`config.mk`:
```
export PLATFORM = sky130hd
export DESIGN_NAME = alu
export DESIGN_NICKNAME = d
export VERILOG_FILES = /design/src/rtl/alu.sv
export SDC_FILE = /design/constraint.sdc
export NUM_CORES = 1
export LEC_CHECK = 0
export ABC_AREA = 1
export CELL_PAD_IN_SITES_DETAIL_PLACEMENT = 1
export CELL_PAD_IN_SITES_GLOBAL_PLACEMENT = 1
export CORE_AREA = 8 8 159 161
export CTS_BUF_LIST = sky130_fd_sc_hd__clkbuf_4 sky130_fd_sc_hd__clkbuf_8
export CTS_CLUSTER_DIAMETER = 40
export DETAILED_ROUTE_END_ITERATION = 16
export DIE_AREA = 0 0 167 169
export GPL_TIMING_DRIVEN = 0
export HOLD_SLACK_MARGIN = 0.12
export PLACE_DENSITY_LB_ADDON = 0.1
export SETUP_SLACK_MARGIN = 0.3
export SYNTH_ARGS = -nofsm -noshare
export SYNTH_HDL_FRONTEND = slang
export SYNTH_SLANG_ARGS = --single-unit
```
`constraint.sdc`:
```
create_clock -name clk -period 9.25 [get_ports clk]
set_clock_uncertainty 0.1 [all_clocks]
set_input_delay 1.85 -clock clk [delete_from_list [all_inputs] [get_ports clk]]
set_output_delay 1.85 -clock clk [all_outputs]
set_load 0.01 [all_outputs]
```
`src/rtl/alu.sv`:
```
// 32-bit integer ALU for the single-cycle MIPS datapath: combinational RES/ZERO
// from A, B and op, plus a registered status stage with add/sub carry and overflow flags.
`timescale 1ns/1ps
module alu #(
    parameter int WIDTH = 32
) (
    input  logic             clk,
    input  logic             reset,
    input  logic [WIDTH-1:0] A,
    input  logic [WIDTH-1:0] B,
    input  logic [3:0]       op,
    output logic [WIDTH-1:0] RES,
    output logic             ZERO,
    output logic [WIDTH-1:0] RES_Q,
    output logic             ZERO_Q,
    output logic             CARRY_Q,
    output logic             OVF_Q
);

    logic             do_sub;
    logic [WIDTH-1:0] b_eff;
    logic [WIDTH:0]   sum_ext;
    logic [WIDTH-1:0] sum;
    logic             carry;
    logic             ovf;
    logic             slt;
    logic             sltu;
    logic             is_arith;
    logic [4:0]       shamt;

    // Both set-less-than codes share the adder in subtract mode.
    assign do_sub   = op[1] | op[3];
    assign b_eff    = do_sub ? ~B : B;
    assign sum_ext  = {1'b0, A} + {1'b0, b_eff} + {{WIDTH{1'b0}}, do_sub};
    assign sum      = sum_ext[WIDTH-1:0];
    assign carry    = sum_ext[WIDTH];
    assign ovf      = (A[WIDTH-1] == b_eff[WIDTH-1]) && (sum[WIDTH-1] != A[WIDTH-1]);
    assign slt      = sum[WIDTH-1] ^ ovf;
    assign sltu     = ~carry;
    assign is_arith = (op[3:2] == 2'b00);
    assign shamt    = A[4:0];

    always_comb begin
        // NOTE: RES gets a default before the case so no path can infer a latch;
        // combinational logic uses blocking assignments.
        RES = '0;
        case (op)
            4'b0000, 4'b0001,
            4'b0010, 4'b0011: RES = sum;
            4'b0100:          RES = A & B;
            4'b0101:          RES = A | B;
            4'b0110:          RES = A ^ B;
            4'b0111:          RES = ~(A | B);
            4'b1000, 4'b1001: RES = {{(WIDTH-1){1'b0}}, sltu};
            4'b1010, 4'b1011: RES = {{(WIDTH-1){1'b0}}, slt};
            4'b1100:          RES = B << shamt;
            4'b1101:          RES = B >> shamt;
            4'b1110:          RES = $signed(B) >>> shamt;
            default:          RES = '0;
        endcase
    end

    assign ZERO = (RES == '0);

    // NOTE: sequential state uses non-blocking assignments so every register
    // samples pre-edge values.
    always_ff @(posedge clk or posedge reset) begin
        if (reset) begin
            RES_Q   <= '0;
            ZERO_Q  <= 1'b0;
            CARRY_Q <= 1'b0;
            OVF_Q   <= 1'b0;
        end else begin
            RES_Q   <= RES;
            ZERO_Q  <= ZERO;
            CARRY_Q <= is_arith & carry;
            OVF_Q   <= is_arith & ovf;
        end
    end

endmodule

```
==> results.cfg <==
[die]
dieArea_mm2 = 0.02822
initial_utilization_pct = 41.00
pin_count = 138
die_h_um = 169
die_w_um = 167
rows = 56
core_mm2 = 0.02291

[setup_path]
path_common_cell = nand2_1
worstPathMaxFanout = 10
crit_arrival_ps = 6720
crit_path_cell_trace = clkdlybuf4s50_1 > nor2_4 > buf_1 > xor2_1 > ha_1 > nand2_1 > inv_1 > a21oi_1 > nand3_1 > nand2_1 > nand3b_1 > nand3_1 > nand4_1 > nor2_1 > nand2_1 > nor2_1 > nand2_1 > nor2_1 > clkdlybuf4s50_1
critPathCaptureType = output pin
cp_num_buf_inv = 4
crit_path_top_delay_cell = buf_1
cpLargestDelayFamily = simple AND/OR/NAND/NOR gates
start_kind = input port
slowest_delay_ps = 640
crit_required_ps = 7300
crit_type = in -> out

[yosys]
synthesis.nets = 1901
synth-async-reset-ratio_pct = 100.0
netlist_instances = 1732
ys_ff_latch = 35
yosysUniqueCellTypes = 45
seq_area_frac_synth_pct = 9.323
synth_edf_count = 0
yosysWarnings = 0
synth_ff_type = dfrtp_1
syn_area_per_cell_um2 = 5.424
syn_area_mm2 = 0.009394

[routing]
routed_wl_um = 55830
ant_nets = 0
wl_per_cell_um = 25.75
first_iter_violations = 1783
vias_per_cell = 6.187
drc_errors = 0
vias = 13410
firstDrtPassIters = 5

[outcome]
status = finished clean

[timing]
setup_viol = 0
worst_pin_slew_ps = 1039
tns_ps = 0
max_slew_margin_pct = 30.76
fin_ws_ps = 583.5
grt_setup_unrepaired = false
maxSlewViolCount = 0
period_minus_slack_ps = 8667
min_period_over_period_pct = 93.69
max_freq_ghz = 0.1154
finalHoldViolCount = 0

[cts]
htree_levels = 2
postCtsSetupBuffers = 0
clkSinkCount = 35
clk_pin_slew_worst_paths_ps = 80
cts_buffers = 5
cts_tree = built
cts_root_buf = clkbuf_8
clk_path_buf_depth = 2

[pwr]
p_seq_share_pct = 16.2
power_density_mw_per_mm2 = 99.87
leakage_nw = 6.006
p_sw_share_pct = 52.67
p_clk_share_pct = 13.0
switchingPower_mw = 0.5923
vdd.ir_drop.worst_mv = 0.07793
power.internal_mw = 0.5323
power_mw = 1.125
pwr-share-comb_pct = 70.8

[placement]
place_worst_setup_slack_ps = 761.6
place_area_mm2 = 0.01112
dpl.hpwl_um = 47090
placedCellCount = 2158
gp_congestion = 1.052
portBuffers = 136

[worst_hold_path]
min_path_type = in -> async

[global_routing]
grt_use_total_pct = 38.06
grt_max_degree = 36
gr-total-overflow = 0
antenna_found_initial = 0
grt_pass1_vias = 13210
grt_first_pass_wirelength_um = 81790

[cells_and_area]
fin_area_mm2 = 0.01126
multi_input_comb_area_mm2 = 0.007395
final_cell_count_no_fill = 2168
nNetsFinal = 2045
fillers = 3312
drive_gt1_share_pct = 4.475
ff_latch_area_um2 = 875.8
area_delta_synth_final_pct = 19.86

[run]
maxCapViolCount = 0
==> power by group through the flow <==
stage / logic, mW / registers, mW / clock network [mW]
CTS: 0.770 / 0.183 / 0.147
detailed placement: 0.764 / 0.186 / 0
finish: 0.796 / 0.182 / 0.146
global placement: 0.736 / 0.183 / 0
floorplan: 0.407 / 0.196 / 0
global route: 0.847 / 0.184 / 0.151
==> state kept, by name (all words and copies together) (netlist names) <==
| register | flops |
|---|---|
| RES_Q | 32 |
| CARRY_Q | 1 |
| OVF_Q | 1 |
| ZERO_Q | 1 |
==> kinds of logic after synthesis <==
group           count (synthesis)  share of synthesized area, %
compound gates                160                         9.923
xor+xnor                       32                         2.983
fa+ha+maj                      99                         13.27
buf+inv                       271                         11.96
flops                          35                         9.323
simple gates                 1135                         52.54
==> area by class of cell <==
class,instances,area share (%)
flip-flops and latches,35,7.779
diodes,1,0.02222
inverters,199,6.656
clock inverters,2,0.3111
multi-input cells,1426,65.67
plain buffers,72,3.334
clock buffers,6,0.7334
well taps,290,3.223
repair buffers,137,12.27
==> cells in the final DEF (no fill, tap or decap), drive strengths merged, types with 3 or more instances in the layout <==
master         Yosys  routed
a211oi             5       5
a21oi             62      62
a221oi             5       5
a31oi              3       3
and2               9       9
buf               51      51
clkbuf            21      28
clkdlybuf4s50      0     136
clkinv             1       3
dfrtp             35      35
ha                98      98
inv              198     197
nand2            580     580
nand3            364     364
nand3b            12      12
nand4             23      23
nor2             124     124
nor3              16      16
o211ai            11      11
o21a               6       6
o21ai             55      55
o21bai             6       6
or2                5       5
xor2              32      32
==> synthesized netlist by cell type, types with 9 or more instances <==
cell / count / area, um^2
a21oi_1: 62 / 310.3
and2_1: 9 / 56.30
buf_1: 10 / 37.54
buf_2: 29 / 145.1
clkbuf_1: 21 / 78.83
dfrtp_1: 35 / 875.8
ha_1: 98 / 1226
inv_1: 186 / 698.2
inv_2: 11 / 41.29
nand2_1: 576 / 2162
nand3_1: 364 / 1822
nand3b_1: 12 / 90.09
nand4_1: 22 / 137.6
nor2_1: 116 / 435.4
nor3_1: 15 / 75.07
o211ai_1: 11 / 82.58
o21ai_0: 34 / 170.2
o21ai_1: 21 / 105.1
xor2_1: 32 / 280.3
==> per-layer routing <==
layer | wire (um) | up-vias | track usage (%) | share of wire [%]
met1 | 23000 | 6417 | 48.86 | 41
met4 | 2860 | 0 | 17.51 | 5.1
met5 | 0 | - | 0 | 0
li1 | - | 5971 | - | -
met2 | 23650 | 867 | 59.41 | 42
met3 | 6325 | 159 | 9.201 | 11
==> metrics by stage <==
stage | hold WS [ps] | utilization, %
floorplan | 1904 | -
global placement | 2249 | 48.53
detailed placement | 2275 | 48.53
CTS | 1973 | 49.04
global route | 1702 | 49.13
finish | 1699 | 49.14
==> worst paths after layout <==
path	startpoint	cells past startpoint	slack, ps	endpoint
worst max-delay path	op[3]	19	580	ZERO
worst min-delay path	reset	2	1700	RES_Q[7]
max in group asynchronous	reset	3	6920	RES_Q[15]
min in group clk	op[1]	4	1980	RES_Q[0]
==> repair_timing <==
action,in CTS,in global routing
hold buffers,0,0
setup endpoints to repair,0,1
resized for setup,0,2
No activity file was read; power rests on OpenSTA's default activity.
